### config.mk
export PLATFORM = sky130hd
export DESIGN_NAME = seg_interp_ctrl
export DESIGN_NICKNAME = d
export VERILOG_FILES = /design/src/rtl/seg_interp_ctrl.sv
export SDC_FILE = /design/constraint.sdc
export NUM_CORES = 1
export LEC_CHECK = 0
export ABC_CLOCK_PERIOD_IN_PS = 4270
export CORE_MARGIN = 2
export CORE_UTILIZATION = 56
export DETAILED_ROUTE_END_ITERATION = 10
export PLACE_DENSITY = 0.78
export SYNTH_ARGS = -nofsm -noshare
export SYNTH_HDL_FRONTEND = slang
export SYNTH_HIERARCHICAL = 1
export SYNTH_SLANG_ARGS = --single-unit
### constraint.sdc
create_clock -name clock -period 4.27 [get_ports clock]
set_input_delay 0.6405 -clock clock [delete_from_list [all_inputs] [get_ports clock]]
set_output_delay 0.6405 -clock clock [all_outputs]
set_load 0.005 [all_outputs]
### src/rtl/seg_interp_ctrl.sv
// Piecewise-linear interpolation sequencer.
// Emits X_DISPLACEMENT evenly spaced samples per segment.
//
// Ports:
//   clock, rst_n        clock, synchronous active-low reset
//   pt_valid/pt_ready   control point handshake
//   pt_data, pt_last    point y value, end-of-stream flag
//   out_valid/out_ready sample handshake
//   out_data, out_first sample value, first-of-segment flag
//   busy                controller not idle
module seg_interp_ctrl #(
  parameter int X_DISPLACEMENT = 16,
  parameter int DSIZE          = 16,
  parameter int DT_I           = 8,
  parameter int DT_D           = 4
) (
  input  logic             clock,
  input  logic             rst_n,
  input  logic             pt_valid,
  output logic             pt_ready,
  input  logic [DSIZE-1:0] pt_data,
  input  logic             pt_last,
  output logic             out_valid,
  input  logic             out_ready,
  output logic [DSIZE-1:0] out_data,
  output logic             out_first,
  output logic             busy
);

  localparam int KW = $clog2(X_DISPLACEMENT);
  localparam int DW = DT_I + DT_D;
  localparam int IW = DSIZE + 2;
  localparam int AW = IW + DT_D;

  typedef enum logic [2:0] {
    S_IDLE,
    S_ANCHOR,
    S_CALC,
    S_RUN,
    S_TAIL
  } state_t;

  state_t state, state_n;

  logic [DSIZE-1:0]     y0, y1;
  logic                 last_q, dir;
  logic [DSIZE-1:0]     disp_q, disp_abs;
  logic [DW-1:0]        delta, delta_q;
  logic signed [AW-1:0] accum, accum_n, delta_ext;
  logic signed [IW-1:0] acc_int;
  logic [DSIZE-1:0]     clamped;
  logic [KW-1:0]        k;
  logic [1:0]           wait_cnt;
  logic                 k_last, calc_done;

  gen_delta #(
    .X_DISPLACEMENT(X_DISPLACEMENT),
    .DSIZE         (DSIZE),
    .DT_I          (DT_I),
    .DT_D          (DT_D)
  ) u_gen_delta (
    .clock         (clock),
    .rst_n         (rst_n),
    .y_displacement(disp_q),
    .delta         (delta)
  );

  assign k_last    = (k == KW'(X_DISPLACEMENT - 1));
  // delta is ready two edges after disp_q settles
  assign calc_done = (wait_cnt == 2'd2);
  assign busy      = (state != S_IDLE);

  assign disp_abs = (pt_data >= y0) ? pt_data - y0
                                    : y0 - pt_data;

  assign delta_ext = {{(AW-DW){1'b0}}, delta_q};
  assign accum_n   = dir ? accum - delta_ext
                         : accum + delta_ext;
  assign acc_int   = accum[AW-1:DT_D];

  always_comb begin
    if (acc_int[IW-1])
      clamped = '0;
    else if (|acc_int[IW-2:DSIZE])
      clamped = '1;
    else
      clamped = acc_int[DSIZE-1:0];
  end

  always_ff @(posedge clock) begin
    if (!rst_n)
      state <= S_IDLE;
    else
      state <= state_n;
  end

  always_comb begin
    state_n   = state;
    pt_ready  = 1'b0;
    out_valid = 1'b0;
    out_first = 1'b0;
    out_data  = '0;
    unique case (state)
      S_IDLE: begin
        pt_ready = 1'b1;
        if (pt_valid)
          state_n = pt_last ? S_TAIL : S_ANCHOR;
      end
      S_ANCHOR: begin
        pt_ready = 1'b1;
        if (pt_valid)
          state_n = S_CALC;
      end
      S_CALC: begin
        if (calc_done)
          state_n = S_RUN;
      end
      S_RUN: begin
        out_valid = 1'b1;
        out_data  = clamped;
        out_first = (k == '0);
        if (out_ready && k_last)
          state_n = last_q ? S_TAIL : S_ANCHOR;
      end
      S_TAIL: begin
        out_valid = 1'b1;
        out_data  = y0;
        out_first = 1'b1;
        if (out_ready)
          state_n = S_IDLE;
      end
      default: state_n = S_IDLE;
    endcase
  end

  always_ff @(posedge clock) begin
    if (!rst_n) begin
      y0       <= '0;
      y1       <= '0;
      last_q   <= 1'b0;
      dir      <= 1'b0;
      disp_q   <= '0;
      delta_q  <= '0;
      accum    <= '0;
      k        <= '0;
      wait_cnt <= '0;
    end else begin
      if (state == S_IDLE && pt_valid)
        y0 <= pt_data;
      if (state == S_ANCHOR && pt_valid) begin
        y1       <= pt_data;
        last_q   <= pt_last;
        disp_q   <= disp_abs;
        dir      <= (pt_data < y0);
        wait_cnt <= '0;
      end
      if (state == S_CALC) begin
        wait_cnt <= wait_cnt + 2'd1;
        if (calc_done) begin
          delta_q <= delta;
          // each segment restarts exactly at its anchor
          accum   <= {2'b00, y0, {DT_D{1'b0}}};
          k       <= '0;
        end
      end
      if (state == S_RUN && out_ready) begin
        accum <= accum_n;
        k     <= k + 1'b1;
        if (k_last)
          y0 <= y1;
      end
    end
  end

endmodule

// Fixed-point slope: y_displacement / X_DISPLACEMENT
// as DT_I.DT_D, saturating, two-edge latency.
module gen_delta #(
  parameter int X_DISPLACEMENT = 16,
  parameter int DSIZE          = 16,
  parameter int DT_I           = 8,
  parameter int DT_D           = 4
) (
  input  logic                 clock,
  input  logic                 rst_n,
  input  logic [DSIZE-1:0]     y_displacement,
  output logic [DT_I+DT_D-1:0] delta
);

  localparam int SH = $clog2(X_DISPLACEMENT);
  localparam int DW = DT_I + DT_D;
  localparam int QW = DSIZE + DT_D;

  logic [QW-1:0] quot_q;

  always_ff @(posedge clock) begin
    if (!rst_n) begin
      quot_q <= '0;
      delta  <= '0;
    end else begin
      // power-of-two divisor: shift is an exact floor
      quot_q <= {y_displacement, {DT_D{1'b0}}} >> SH;
      delta  <= (|quot_q[QW-1:DW]) ? '1
                                   : quot_q[DW-1:0];
    end
  end

endmodule

==> flow_metrics.py, run 1 <==
metrics = {
    "worst_setup_path": {
        "worstReg2RegStart": "delta_q[0]",
        "worstSetupEndpoint": "accum[21]",
        "crit_fanout": 7,
        "cp_num_buf_inv": 1,
        "slowest_delay_ns": 0.45,
        "reg2reg_depth": 15,
        "r2r_slack_ns": 0.72,
        "crit_path_start": "delta_q[0]",
        "critPathArrivalTime_ns": 3.90,
        "path_depth": 15,
        "crit_chain": "inv_1 > ha_1 > nand2_1 > nor2_1 > a21oi_1 > xnor2_1 > ha_1 > nand2_1 > nor3_1 > o311a_1 > nor2_1 > o311a_1 > xor2_1 > or3_1 > a31oi_1",
        "end_kind": "flop",
        "critPathRequiredTime_ns": 4.62,
        "crit_type": "flop to flop",
        "crit_slowest_cell": "nor2_1",
        "r2r_end": "accum[21]",
        "startpoint_type": "flop",
        "path_delay_family": "simple AND/OR/NAND/NOR gates",
    },
    "timing": {
        "setup_viol": 0,
        "final_max_slew_viol_count": 0,
        "fin_setup_tns_ns": 0,
        "fmax_ghz": 0.282,
        "rsz0062_at_grt": "false",
        "fin_skew_ns": 0.00507,
        "relSlewSlack_pct": 28.2,
        "finalCritPeriodShare_pct": 83.1,
        "final_hold_viol_count": 0,
        "worst_slack_ns": 0.720,
        "tightestPinTransition_ns": 1.07,
        "post-route-min-period_ns": 3.55,
        "holdWs_ns": 0.434,
    },
    "outcome": {
        "status": "completed",
    },
    "synthesis": {
        "synth_top_family_by_area": "compound AO/OA/AOI/OAI gates",
        "synth-compound-area-share_pct": 25.9,
        "syn_area_per_cell_sq_um": 7.57,
        "muxShareOfSynthArea_pct": 2.68,
        "synth_edf_count": 0,
        "ys_seq_area_share_pct": 31.3,
        "ys_ff_latch": 121,
        "synth_fp_nets": 1102,
        "ys.flop_type": "dfxtp_1",
        "synthCells": 1022,
        "ys_warn_count": 6,
        "synth_xor_area_share_pct": 4.30,
        "synth-simple-area-share_pct": 19.8,
        "synth_area_sq_mm": 0.00774,
        "synth_top_area_cell": "dfxtp_1",
        "ys_types": 64,
        "netlist.area_leader.share_pct": 31.3,
        "synth-async-reset-ratio_pct": 0,
        "synth_fa_ha_area_share_pct": 9.83,
        "ys_top_cells_by_area": "dfxtp_1, ha_1, nand2_1",
    },
    "placement": {
        "io_buffer_count": 40,
        "place_hpwl_um": 14400,
        "gp_congestion": 0.963,
        "dp_slack_ns": 0.402,
    },
    "die": {
        "die_h_um": 122,
        "die_area_sq_mm": 0.0148,
        "start_util_pct": 58.0,
        "coreArea_sq_mm": 0.0133,
        "io_pins": 41,
        "die_w_um": 122,
        "rows": 42,
    },
    "cells_and_area": {
        "fillers": 1182,
        "areaGrowthSynthToFinish_pct": 14.3,
        "multiInputGateArea_sq_mm": 0.00485,
        "drive_above_1_share_pct": 6.01,
        "final_nets": 1115,
        "antennaDiodeCount": 0,
        "final-seq-area_sq_mm": 0.00242,
    },
    "clock_network": {
        "cts-root-buf": "clkbuf_16",
        "htreeDepth": 4,
        "cts_setup_buffers": 0,
        "path_clk_slew_ns": 0.06,
        "cts.path.max_buffers": 2,
        "cts_buffers": 17,
        "post_cts_resize_count": 0,
        "cts.sinks": 121,
        "cts_tree": "built",
        "cts_hold_buf": 0,
        "clkLatencyLatePin_ns": 0.42,
    },
    "global_routing": {
        "grt_max_degree": 50,
        "use_met1_pct": 39.4,
        "busiest_layer": "met2",
        "met3_usage_pct": 6.18,
        "grt_antenna_before_repair": 0,
        "grtUsageTotal_pct": 29.3,
        "overflow": 0,
        "use_met2_pct": 47.0,
        "grt_pass1_wl_um": 34000,
        "first_global_vias": 6742,
    },
    "pwr": {
        "powerDensity_mw_per_mm2": 583,
        "power.leakage_uw": 0.00357,
        "irDropWorstVdd_uv": 327,
    },
    "route": {
        "remaining_drc_errors": 0,
        "wl_per_cell_um": 16.9,
        "vias_per_cell": 5.92,
        "dr.pass1.iters": 7,
        "drtIter0Drc": 638,
        "wl_um": 20700,
        "postRouteAntennaNets": 0,
        "vias": 7252,
    },
    "job": {
        "drv_cap": 0,
    },
    "worst_hold_path": {
        "hold_class": "flop to flop",
    },
}
[area by class of cell]
| type | count | share of cell area [%] |
|---|---|---|
| multi-input cells | 784 | 54.8 |
| flip-flops and latches | 121 | 27.4 |
| repair buffers | 55 | 5.94 |
| clock buffers | 19 | 5.12 |
| well taps | 176 | 2.49 |
| inverters | 56 | 2.38 |
| clock inverters | 13 | 1.90 |
[cells by family after synthesis]
family / count (synthesis)
adder cells (fa/ha/maj): 59
flip-flops: 121
multiplexers: 20
AND/OR/NAND/NOR: 350
buffers and inverters: 117
XOR/XNOR: 38
AO/OA/AOI/OAI: 317
[cells in the final DEF (no fill, tap or decap), types with 14 or more instances in the layout]
master           synthesis  routed
inv_1                   55      55
mux2i_1                 17      17
dfxtp_1                121     121
buf_4                    0      14
o211ai_1                31      31
and2_1                  20      20
nor3_1                  18      18
nand2_1                150     150
xnor2_1                 24      24
ha_1                    56      56
nor2_1                 104     103
o21ai_0                 70      70
clkbuf_16                0      17
a21oi_1                 95      95
xor2_1                  14      14
o21a_1                  24      24
a21o_1                  25      25
clkdlybuf4s50_1          0      40
[layer usage]
| metal | share of wire [%] | up-vias |
|---|---|---|
| li1 | - | 3587 |
| met1 | 47 | 3416 |
| met2 | 46 | 216 |
| met3 | 5.2 | 33 |
| met4 | 2.3 | 0 |
| met5 | 0 | - |
[Yosys cell counts, types with 8 or more instances]
cell / n
nand3_1: 12
mux2i_1: 17
nor2_1: 104
a31oi_1: 8
clkbuf_1: 54
nand2_1: 150
dfxtp_1: 121
inv_1: 55
a211oi_1: 13
a21o_1: 25
ha_1: 56
nor3_1: 18
xor2_1: 14
xnor2_1: 24
a21oi_1: 95
o21ai_0: 70
and2_1: 20
o21a_1: 24
nor2b_1: 9
o211ai_1: 31
[worst register-to-register path: stages, from the launching register on]
cell	delay, ns
dfxtp_1	0.35
inv_1	0.07
ha_1	0.18
nand2_1	0.06
nor2_1	0.45
a21oi_1	0.17
xnor2_1	0.19
ha_1	0.40
nand2_1	0.12
nor3_1	0.19
o311a_1	0.20
nor2_1	0.11
o311a_1	0.38
xor2_1	0.17
or3_1	0.31
a31oi_1	0.12
[power by group]
group          leakage (uW)  internal, uW  switching [uW]
logic               0.00230           925            1250
clock network      0.000289           953             554
registers          0.000982          1310             165
[worst min-delay path by stage]
stage | startpoint | end | cells past startpoint
global route | u_gen_delta/delta[10] | delta_q[10] | 2
finish | u_gen_delta/delta[10] | delta_q[10] | 2
global placement | u_gen_delta/delta[10] | delta_q[10] | 2
floorplan | u_gen_delta/delta[11] | delta_q[11] | 2
CTS | u_gen_delta/delta[10] | delta_q[10] | 2
detailed placement | u_gen_delta/quot_q[10] | u_gen_delta/delta[10] | 1
[registers in the layout (all words and copies together) (netlist names), 2 cells and up]
| name | cells |
|---|---|
| y1 | 16 |
| accum | 22 |
| disp_q | 16 |
| state | 3 |
| u_gen_delta/quot_q | 16 |
| y0 | 16 |
| delta_q | 12 |
| wait_cnt | 2 |
| k | 4 |
| u_gen_delta/delta | 12 |
[stage by stage]
step | area [sq um] | utilization [%] | total power (uW) | instances
after detailed placement | 8220 | 61.6 | 3610 | 1192
final | 8840 | 66.3 | 5160 | 1224
after floorplan | 7740 | - | 3090 | 1022
after global routing | 8840 | 66.3 | 5510 | 1224
after global placement | 8220 | 61.6 | 3600 | 1192
after CTS | 8840 | 66.3 | 5130 | 1224
(Power assumes the default switching activity.)
==> run 2, diff against run 1 <==
ABC_CLOCK_PERIOD_IN_PS = 2870   (was 4270)
CORE_UTILIZATION = 55   (was 56)
PLACE_DENSITY = 0.8   (was 0.78)
clock period = 2.87 ns   (was 4.27 ns; I/O delays follow)
==> flow_metrics.py, run 2 (synthesis results as in run 1) <==
metrics = {
    "die": {
        "rows": 43,
        "io_pins": 41,
        "die_h_um": 123,
        "die_area_sq_mm": 0.0150,
        "coreArea_sq_mm": 0.0138,
        "die_w_um": 123,
        "start_util_pct": 56.0,
    },
    "clock_network": {
        "cts_buffers": 17,
        "path_clk_slew_ns": 0.06,
        "cts.sinks": 121,
        "clkLatencyLatePin_ns": 0.43,
        "cts-root-buf": "clkbuf_16",
        "cts_tree": "built",
        "htreeDepth": 4,
        "cts.path.max_buffers": 2,
    },
    "worst_hold_path": {
        "whs_path_depth": 3,
        "hp-start": "pt_data[5]",
        "min_to": "y1[5]",
        "hold_class": "primary input to flop",
    },
    "global_routing": {
        "first_global_vias": 7725,
        "grt_antenna_before_repair": 0,
        "grtUsageTotal_pct": 31.9,
        "grt_max_degree": 50,
        "overflow": 0,
        "grt_pass1_wl_um": 37400,
    },
    "placement": {
        "place_hpwl_um": 16400,
        "io_buffer_count": 40,
        "gp_congestion": 0.921,
        "dp_cells": 1330,
    },
    "worst_setup_path": {
        "startpoint_type": "flop",
        "end_kind": "flop",
        "r2r_end": "accum[18]",
        "critPathRequiredTime_ns": 3.21,
        "r2r_slack_ns": -0.25,
        "crit_type": "flop to flop",
        "worstReg2RegStart": "delta_q[7]",
        "crit_fanout": 5,
        "critPathArrivalTime_ns": 3.46,
        "reg2reg_depth": 13,
    },
    "timing": {
        "finalCritPeriodShare_pct": 109,
        "fin_setup_tns_ns": -2.29,
        "worst_slack_ns": -0.249,
        "fmax_ghz": 0.321,
        "final_max_slew_viol_count": 0,
        "fin_skew_ns": 0.00781,
        "final_hold_viol_count": 0,
        "setup_viol": 12,
        "rsz0062_at_grt": "true",
        "tightestPinTransition_ns": 0.577,
        "post-route-min-period_ns": 3.12,
        "relSlewSlack_pct": 61.5,
    },
    "cells_and_area": {
        "drive_above_1_share_pct": 24.0,
        "mostFrequentLayoutCells": "buf_4, nand2_1, dfxtp_1",
        "final_common_cell": "buf_4",
        "areaGrowthSynthToFinish_pct": 35.5,
        "antennaDiodeCount": 0,
        "largest_register": "accum",
        "final_nets": 1275,
        "stdcell_count": 1388,
        "largest_register_ffs": 22,
    },
    "pwr": {
        "pwr-share-seq_pct": 23.8,
        "p_int_uw": 5490,
        "irDropWorstVdd_uv": 619,
        "power.total_uw": 8990,
        "swShare_pct": 39.0,
        "net-switching-power_uw": 3500,
        "power.clock.fraction_pct": 22.9,
        "powerDensity_mw_per_mm2": 857,
        "pwr-share-comb_pct": 53.3,
        "power.leakage_uw": 0.00447,
    },
    "route": {
        "wl_per_cell_um": 17.5,
        "dr.pass1.iters": 5,
        "wl_um": 24200,
        "vias_per_cell": 5.82,
        "drtIter0Drc": 619,
        "vias": 8084,
        "postRouteAntennaNets": 0,
        "remaining_drc_errors": 0,
    },
    "outcome": {
        "status": "finished with violations",
        "violations": "setup timing",
    },
    "job": {
        "drv_cap": 0,
    },
}
==> run 2: cell types whose count changed in the layout (fill, tap and decap cells not counted), moves of 4 or more <==
cell | before | now
a21oi_2 | 2 | 14
dfxtp_1 | 121 | 116
ha_4 | 0 | 4
buf_4 | 14 | 160
o21ai_1 | 2 | 8
a21oi_1 | 95 | 80
ha_1 | 56 | 52
buf_6 | 0 | 14
nand2_1 | 150 | 146
nor3_1 | 18 | 13
o21ai_0 | 70 | 60
xnor2_1 | 24 | 20
==> run 2: stage by stage <==
stage	setup WS, ns	instance area [sq um]	hold slack (ns)	utilization [%]
6_report	-0.249	10500	0.385	75.9
5_1_grt	-0.437	10500	0.401	75.9
4_1_cts	-0.164	10200	0.437	73.7
3_5_place_dp	-0.557	9280	0.426	67.1
3_3_place_gp	-0.499	9280	0.419	67.1
2_1_floorplan	-0.0243	7800	0.410	-
==> run 2: layout make-up <==
cell class | instances | area [sq um]
clock buffer | 17 | 425
clock inverter | 15 | 143
fill | 973 | 3340
inverter | 56 | 213
multi-input combinational | 784 | 5270
sequential | 121 | 2430
tap | 180 | 225
timing repair buffer | 215 | 1780
==> run 2: worst max-delay path by stage <==
stage	startpoint	endpoint	slack [ns]	cells after the start
floorplan	delta_q[7]	accum[19]	-0.02	14
global placement	pt_data[0]	disp_q[3]	-0.50	13
detailed placement	pt_data[0]	disp_q[14]	-0.56	14
CTS	delta_q[0]	accum[21]	-0.16	16
global route	delta_q[6]	accum[18]	-0.44	13
finish	delta_q[7]	accum[18]	-0.25	13
==> run 2: power groups by stage <==
| stage | registers [uW] | clock network (uW) | logic, uW |
|---|---|---|---|
| final | 2140 | 2060 | 4790 |
| after global routing | 2160 | 2150 | 5140 |
| after CTS | 2130 | 2070 | 4260 |
| after detailed placement | 2160 | 0 | 3800 |
| after global placement | 2150 | 0 | 3750 |
| after floorplan | 2090 | 0 | 2530 |
==> run 2: routing by layer <==
metal | up-vias | wire length, um | global-route usage [%]
met5 | - | 0 | 0
met2 | 308 | 11800 | 54.0
met1 | 3795 | 10200 | 39.3
met3 | 73 | 1230 | 4.83
met4 | 0 | 987 | 16.2
li1 | 3908 | - | -
==> run 2: timing repair <==
action,CTS,global route
hold buffers,0,0
pin swaps,49,38
buffers inserted,15,11
setup endpoints to repair,28,32
gates resized for setup,53,51
==> run 2: worst max-delay path, cell delays in order (launching register included) <==
cell and delay [ns]:
dfxtp_2 0.34, nor3_4 0.22, nand2_2 0.08, buf_6 0.13
nor4_4 0.38, buf_4 0.20, a21o_1 0.11, ha_1 0.29
a21oi_1 0.28, nand2_1 0.18, o21ai_1 0.37, a21oi_2 0.08
xnor2_1 0.16, a221oi_2 0.23
